### src/rtl/mlp_frame_sequencer.sv
// Sequencer around a combinational MLP classifier: packs a feature stream into a registered frame,
// waits for the classifier to settle, then returns the class index. Optional macro: MLP_FRAME_DOUBLE_SAMPLE_EN.
module mlp_frame_sequencer #(
  parameter int FEAT_W        = 4,
  parameter int N_FEAT        = 4,
  parameter int CLS_W         = 2,
  parameter int SETTLE_CYCLES = 3
) (
  input  logic                     clk,
  input  logic                     rst_n,
  input  logic                     feat_valid,
  input  logic [FEAT_W-1:0]        feat_data,
  input  logic                     feat_last,
  output logic                     feat_ready,
  output logic [FEAT_W*N_FEAT-1:0] mlp_inp,
  input  logic [CLS_W-1:0]         mlp_out,
  output logic                     cls_valid,
  output logic [CLS_W-1:0]         cls_data,
  input  logic                     cls_ready,
  output logic                     frame_err
`ifdef MLP_FRAME_DOUBLE_SAMPLE_EN
  ,
  output logic                     cls_unstable
`endif
);

  localparam int FRAME_W = FEAT_W * N_FEAT;
  localparam int CNT_W   = (N_FEAT > 1) ? $clog2(N_FEAT) : 1;
  localparam int SET_W   = $clog2(SETTLE_CYCLES + 2);
`ifdef MLP_FRAME_DOUBLE_SAMPLE_EN
  localparam int LAST_SETTLE = SETTLE_CYCLES;
  localparam logic [SET_W-1:0] SAMPLE1_CNT = SET_W'(SETTLE_CYCLES - 1);
`else
  localparam int LAST_SETTLE = SETTLE_CYCLES - 1;
`endif
  localparam logic [CNT_W-1:0] LAST_FEAT   = CNT_W'(N_FEAT - 1);
  localparam logic [SET_W-1:0] CAPTURE_CNT = SET_W'(LAST_SETTLE);

  typedef enum logic [1:0] {
    COLLECT,
    SETTLE,
    OUT
  } state_t;

  state_t              state_q, state_d;
  logic [CNT_W-1:0]    count_q, count_d;
  logic [SET_W-1:0]    settle_q, settle_d;
  logic [FRAME_W-1:0]  shadow_q, shadow_d;
  logic [FRAME_W-1:0]  mlp_inp_q, mlp_inp_d;
  logic                cls_valid_q, cls_valid_d;
  logic [CLS_W-1:0]    cls_data_q, cls_data_d;
  logic                frame_err_q, frame_err_d;
  logic [FRAME_W-1:0]  launch_frame;
  logic                is_last_slot;
`ifdef MLP_FRAME_DOUBLE_SAMPLE_EN
  logic [CLS_W-1:0]    sample1_q, sample1_d;
  logic                unstable_q, unstable_d;
`endif

  always_ff @(posedge clk or negedge rst_n) begin
    if (!rst_n) begin
      state_q     <= COLLECT;
      count_q     <= '0;
      settle_q    <= '0;
      shadow_q    <= '0;
      mlp_inp_q   <= '0;
      cls_valid_q <= 1'b0;
      cls_data_q  <= '0;
      frame_err_q <= 1'b0;
`ifdef MLP_FRAME_DOUBLE_SAMPLE_EN
      sample1_q   <= '0;
      unstable_q  <= 1'b0;
`endif
    end else begin
      state_q     <= state_d;
      count_q     <= count_d;
      settle_q    <= settle_d;
      shadow_q    <= shadow_d;
      mlp_inp_q   <= mlp_inp_d;
      cls_valid_q <= cls_valid_d;
      cls_data_q  <= cls_data_d;
      frame_err_q <= frame_err_d;
`ifdef MLP_FRAME_DOUBLE_SAMPLE_EN
      sample1_q   <= sample1_d;
      unstable_q  <= unstable_d;
`endif
    end
  end

  always_comb begin
    state_d      = state_q;
    count_d      = count_q;
    settle_d     = settle_q;
    shadow_d     = shadow_q;
    mlp_inp_d    = mlp_inp_q;
    cls_valid_d  = cls_valid_q;
    cls_data_d   = cls_data_q;
    frame_err_d  = 1'b0;
`ifdef MLP_FRAME_DOUBLE_SAMPLE_EN
    sample1_d    = sample1_q;
    unstable_d   = unstable_q;
`endif
    is_last_slot = (count_q == LAST_FEAT);
    // The top slot of the shadow is never written; the last feature goes straight to mlp_inp.
    launch_frame = shadow_q;
    launch_frame[FRAME_W-1 -: FEAT_W] = feat_data;

    case (state_q)
      COLLECT: begin
        if (feat_valid) begin
          if (feat_last != is_last_slot) begin
            frame_err_d = 1'b1;
            count_d     = '0;
            shadow_d    = '0;
          end else if (is_last_slot) begin
            mlp_inp_d = launch_frame;
            count_d   = '0;
            settle_d  = '0;
            shadow_d  = '0;
            state_d   = SETTLE;
          end else begin
            for (int k = 0; k < N_FEAT - 1; k++) begin
              if (count_q == CNT_W'(k)) begin
                shadow_d[k*FEAT_W +: FEAT_W] = feat_data;
              end
            end
            count_d = count_q + CNT_W'(1);
          end
        end
      end
      SETTLE: begin
        settle_d = settle_q + SET_W'(1);
`ifdef MLP_FRAME_DOUBLE_SAMPLE_EN
        if (settle_q == SAMPLE1_CNT) begin
          sample1_d = mlp_out;
        end
`endif
        if (settle_q == CAPTURE_CNT) begin
          cls_data_d  = mlp_out;
          cls_valid_d = 1'b1;
`ifdef MLP_FRAME_DOUBLE_SAMPLE_EN
          unstable_d  = (sample1_q != mlp_out);
`endif
          state_d     = OUT;
        end
      end
      OUT: begin
        if (cls_ready) begin
          cls_valid_d = 1'b0;
`ifdef MLP_FRAME_DOUBLE_SAMPLE_EN
          unstable_d  = 1'b0;
`endif
          state_d     = COLLECT;
        end
      end
      default: begin
        state_d = COLLECT;
      end
    endcase
  end

  assign feat_ready = (state_q == COLLECT);
  assign mlp_inp    = mlp_inp_q;
  assign cls_valid  = cls_valid_q;
  assign cls_data   = cls_data_q;
  assign frame_err  = frame_err_q;
`ifdef MLP_FRAME_DOUBLE_SAMPLE_EN
  assign cls_unstable = unstable_q;
`endif

endmodule

### config.mk
export PLATFORM = sky130hd
export DESIGN_NAME = mlp_frame_sequencer
export DESIGN_NICKNAME = d
export VERILOG_FILES = /design/src/rtl/mlp_frame_sequencer.sv
export SDC_FILE = /design/constraint.sdc
export NUM_CORES = 1
export LEC_CHECK = 0
export BUFFER_PORTS_ARGS = -buffer_cell sky130_fd_sc_hd__buf_2
export CORE_AREA = 2 2 66 68
export CTS_BUF_LIST = sky130_fd_sc_hd__clkbuf_4 sky130_fd_sc_hd__clkbuf_8
export CTS_CLUSTER_DIAMETER = 200
export DETAILED_ROUTE_END_ITERATION = 16
export DIE_AREA = 0 0 68 70
export PLACE_DENSITY_LB_ADDON = 0.05
export SYNTH_ARGS = -nofsm -noshare
export SYNTH_HDL_FRONTEND = slang
export SYNTH_SLANG_ARGS = --single-unit
### constraint.sdc
create_clock -name clk -period 2.35 [get_ports clk]
set_input_delay 0.3525 -clock clk [delete_from_list [all_inputs] [get_ports clk]]
set_output_delay 0.3525 -clock clk [all_outputs]
set_load 0.005 [all_outputs]
==> out/results.txt, run 1 <==
core box area: 0.00414 mm2
r2r startpoint: count_q[0]
Synth Instances: 120
setup bufs post-CTS: 0
Setup crit start kind: register
ys flop type: dfrtp_1
Slew Limit Fails: 0
H-tree lvl count: 2
Rows: 24
RSZ-0062 raised after global routing: no
First-pass DRT Iterations: 4
finished layout cell area: 0.00204 mm2
IO Count: 32
Filler Cells Inserted: 382
sequential area share after synthesis: 55.7%
Max-cap violations: 0
HPWL Detailed: 2200 um
Worst-path clk slew: 0.09 ns
most frequent cells in the layout: 39 x dfrtp_1, 31 x buf_2, 21 x mux2_2
status: completed
clk_lat worst skew: 0.29 ns
number of antenna-violating nets in the routed design: 0
Power Density: 1110 mW/mm2
cts bufs inserted: 5
Min-Delay Path Class: input port to asynchronous set/reset pin
Synth cell types: 25
Crit Path Class: register to register
via count: 1068
# diodes: 0
Final Hold Viols: 0
CTS Buffer Depth: 2
clk root buf: clkbuf_8
Lkg Pwr: 0.00106 uW
Max Freq: 548 MHz
Buffers on Ports: 31
DRT Wirelength: 3070 um
total gr overflow: 0
required time of the worst setup path: 2.53 ns
share of post-route cells with drive strength above 1: 49.7%
Async SR Flop Fraction: 100%
initial antenna violation count: 0
Syn Area/Cell: 14.6 um2
gr usage total: 15.0%
nets: 174
DR vias/cell: 5.11
number of global-route vias before repair: 1174
syn nets: 138
die height: 70 um
die area: 0.00476 mm2
Hold-fix buffers, CTS: 0
post-route minimum period: 1.83 ns
slack of the worst reg-to-reg path: 0.52 ns
CTS tree: yes
routability cong.: 0.750
clock tree sinks: 39
Initial Util: 42.3%
commonest non-fill, non-tap cell in the layout: dfrtp_1
critical path data arrival time: 2.00 ns
Routed wire per std cell: 14.7 um
post-CTS sizing: 0
crit-path max FO: 17
initial detailed-routing violation count: 20
VDD IR max: 0.569 mV
Slew headroom: 43.5%
Synth Register Bits: 39
clock skew: 0.00830 ns
# DRC: 0
Setup crit end kind: register
Post-synth EDFFs: 0
Die Wd: 68 um
Worst-Margin Slew: 0.848 ns
Area Growth Syn to Fin: 16.6%
reg2reg end: mlp_inp[1]
Final Setup Violations: 0
largest net degree at the start of global routing: 40
setup TNS: 0 ns
Synth Warn #: 0
FF-to-FF path depth: 4
Hold WS: 0.156 ns
area of placed instances: 0.00195 mm2
synthesized cell area: 0.00175 mm2
fin crit share: 77.7%
first-pass GRT wire length: 5330 um
state kept, by name, summed over array words and instances, names as in the netlist:
| name | flops |
|---|---|
| cls_valid | 1 |
| state_q | 2 |
| count_q | 2 |
| settle_q | 3 |
| frame_err | 1 |
| mlp_inp | 16 |
| shadow_q | 12 |
| cls_data | 2 |
cell usage after synthesis (all sizes together), types with 2 or more instances:
cell type,number,area (um2)
nand2b,3,18.8
ha,7,87.6
buf,2,22.5
nand2,5,18.8
inv,3,11.3
nor2,6,22.5
and2,5,32.5
o21ai,2,10.0
dfrtp,39,976
o22ai,2,12.5
nor3b,2,26.3
mux2,30,372
o31a,3,30.0
a22o,3,26.3
critical path, stage by stage, from the launching register on:
cell     delay (ns)
dfrtp_1        0.45
ha_1           0.27
xnor2_2        0.29
nand3_4        0.31
mux2_4         0.39
report_power, final:
group,total (uW),switching (uW),internal [uW]
Combinational,702,285,416
Clock,469,257,212
Sequential,1090,168,923
how the worst max path moves through the flow:
stage                          start          to  slack (ns)  cells after the start
final                     count_q[0]  mlp_inp[1]        0.52                      4
after global routing      count_q[0]  mlp_inp[1]        0.38                      4
after CTS                 count_q[0]  mlp_inp[1]        0.51                      4
after detailed placement  count_q[0]  mlp_inp[0]        0.53                      4
after global placement    count_q[0]  mlp_inp[3]        0.58                      4
after floorplan           count_q[0]  mlp_inp[0]        0.68                      5
cell families (layout without fill, tap and decap cells):
kind of cell	Yosys count	after routing	share of synthesized area (%)
flip-flops	39	39	55.7
multiplexers	30	30	21.2
AND/OR/NAND/NOR	25	25	9.22
AO/OA/AOI/OAI	13	13	6.00
adder cells (fa/ha/maj)	7	7	5.00
buffers and inverters	5	42	1.93
XOR/XNOR	1	1	0.929
final cells by class:
type | instances | area, um2 | area share [%]
flip-flops and latches | 39 | 976 | 47.8
clock buffers | 5 | 68.8 | 3.37
inverters | 3 | 11.3 | 0.551
clock inverters | 3 | 23.8 | 1.16
well taps | 52 | 65.1 | 3.19
repair buffers | 31 | 155 | 7.60
multi-input cells | 76 | 742 | 36.3
metal layers:
| metal | part of all wire, % | up-vias | global-route usage (%) |
|---|---|---|---|
| met4 | 1.2 | 0 | 4.67 |
| met1 | 44 | 543 | 18.4 |
| met3 | 4.9 | 5 | 4.83 |
| met2 | 50 | 23 | 24.7 |
| li1 | - | 497 | - |
| met5 | 0 | - | 0 |
through the flow:
step | std cells | setup WS, ns | total power [uW] | util, %
6_report | 209 | 0.524 | 2260 | 49.3
4_1_cts | 209 | 0.506 | 2300 | 49.3
3_3_place_gp | 201 | 0.583 | 1790 | 47.0
5_1_grt | 209 | 0.377 | 2440 | 49.3
3_5_place_dp | 201 | 0.531 | 1820 | 47.0
2_1_floorplan | 120 | 0.680 | 1570 | -
Power figures use the tool's default switching activity.
==> run 2, diff against run 1 <==
clock period = 1.7 ns   (was 2.35 ns; I/O delays follow)
==> run 2 against run 1 <==
Against the previous run:
- first-iteration DRC count down 20%
- register-to-register slack worse by 0.42 ns
- utilization up 2.3 points
- flip-flop and latch count unchanged
- critical path type unchanged
- critical endpoint is now mlp_inp[13]
==> out/results.txt, run 2 (synthesized netlist as in run 1, its figures left out) <==
status: completed
Area Growth Syn to Fin: 22.0%
RSZ-0062 raised after global routing: no
core box area: 0.00414 mm2 (unchanged)
cts bufs inserted: 5 (unchanged)
crit path cell chain: ha_1, xnor2_2, nand3_4, buf_12, mux2_4
Initial Util: 42.3% (unchanged)
via count: 1076 (+0.75%)
Max-cap violations: 0 (unchanged)
slack of the worst reg-to-reg path: 0.11 ns (-0.42 ns)
post-route minimum period: 1.59 ns (-0.232 ns)
total gr overflow: 0 (unchanged)
First-pass DRT Iterations: 4 (unchanged)
most frequent cells in the layout: 39 x dfrtp_1, 31 x buf_2, 21 x mux2_2
required time of the worst setup path: 1.88 ns (-0.65 ns)
Core Util, Final: 51.6% (+2.3 points)
nets: 182 (+4.6%)
largest net degree at the start of global routing: 40 (unchanged)
Crit Path Class: register to register
clock skew: 0.00577 ns (-0.00252 ns)
Setup crit end kind: register
Routed wire per std cell: 14.9 um (+1.8%)
IO Count: 32 (unchanged)
commonest non-fill, non-tap cell in the layout: dfrtp_1
Final Setup Violations: 0 (unchanged)
Worst-path clk slew: 0.08 ns (about the same)
max reg flops: 16 (unchanged)
Rows: 24 (unchanged)
die area: 0.00476 mm2 (unchanged)
initial detailed-routing violation count: 16 (-20%)
Worst-Margin Slew: 0.494 ns (-0.354 ns)
Slew headroom: 67.1% (+24 points)
fin crit share: 93.8% (+16 points)
H-tree lvl count: 2 (unchanged)
Final Hold Viols: 0 (unchanged)
Lkg Pwr: 0.00112 uW (+5.7%)
finished layout cell area: 0.00214 mm2 (+4.7%)
DR vias/cell: 4.96 (-3.0%)
setup bufs post-CTS: 0 (unchanged)
Max Freq: 627 MHz (+15%)
# DRC: 0 (unchanged)
area of placed instances: 0.00202 mm2 (+3.7%)
HPWL Detailed: 2370 um (+7.9%)
critical path data arrival time: 1.78 ns (-0.22 ns)
CTS tree: yes
Filler Cells Inserted: 373 (-2.4%)
Multi-input gate area: 744 um2 (+0.34%)
# diodes: 0 (unchanged)
clk root buf: clkbuf_8
routability cong.: 0.669 (-11%)
Critical Path Max Stage Delay: 0.39 ns (-0.06 ns)
clock tree sinks: 39 (unchanged)
CP max-delay cell: dfrtp_1
first-pass GRT wire length: 5440 um (+2.2%)
number of antenna-violating nets in the routed design: 0 (unchanged)
VDD IR max: 0.668 mV (+17%)
clk_lat worst skew: 0.29 ns (about the same)
Buffers on Ports: 31 (unchanged)
die height: 70 um (unchanged)
Top Family by Delay on Critical Path: flip-flops
Setup crit start kind: register
Min-Delay Path Class: input port to asynchronous set/reset pin
Power Density: 1560 mW/mm2 (+41%)
share of post-route cells with drive strength above 1: 52.7% (+3.0 points)
Sequential Area: 976 um2 (unchanged)
number of global-route vias before repair: 1169 (-0.43%)
Worst Path Buf+Inv: 1 (+1)
initial antenna violation count: 0 (unchanged)
gr usage total: 15.7% (+0.71 points)
Die Wd: 68 um (unchanged)
setup TNS: 0 ns (unchanged)
DRT Wirelength: 3240 um (+5.7%)
CTS Buffer Depth: 2 (unchanged)
Slew Limit Fails: 0 (unchanged)
crit-path max FO: 17 (unchanged)
[run 2: worst paths after layout]
| kind | start | endpoint | cells after the start |
|---|---|---|---|
| worst min-delay path | rst_n | cls_valid | 2 |
| worst max register to register | count_q[0] | mlp_inp[13] | 5 |
| max in group asynchronous | rst_n | cls_data[0] | 2 |
| worst max-delay path | count_q[0] | mlp_inp[13] | 5 |
| worst min register to register | cls_data[1] | cls_data[1] | 1 |
| min in group clk | cls_ready | state_q[1] | 2 |
[run 2: power breakdown]
part	internal, uW	switching (uW)
clock	437	332
combinational	640	456
sequential	1280	195
[run 2: final cells by class]
class	instances	share of cell area, %
Timing Repair Buffer	39	10.7
Sequential cell	39	45.7
Tap cell	52	3.04
Inverter	3	0.527
Clock buffer	5	3.22
Multi-Input combinational cell	76	34.8
Clock inverter	3	2.05
[run 2: through the flow]
step	instances	hold WS, ns	worst slack [ns]	total power (uW)
after global routing	217	0.0451	0.0176	3580
after global placement	209	0.331	0.109	2550
after CTS	217	0.0216	0.0513	3390
final	217	0.00140	0.106	3340
after detailed placement	209	0.345	0.0579	2600
after floorplan	120	-0.0406	0.0297	2170
[run 2: metal layers]
metal / share of wire, % / GRT usage [%]
met1: 41 / 17.9
met4: 2.3 / 8.00
met5: 0 / 0
met3: 4.0 / 3.54
met2: 53 / 26.8
[run 2: repair_timing]
action                                 CTS  global route
endpoints found under the hold margin    0             0
resized for setup                        0             1
setup endpoints to repair                0             4
hold buffers                             0             0
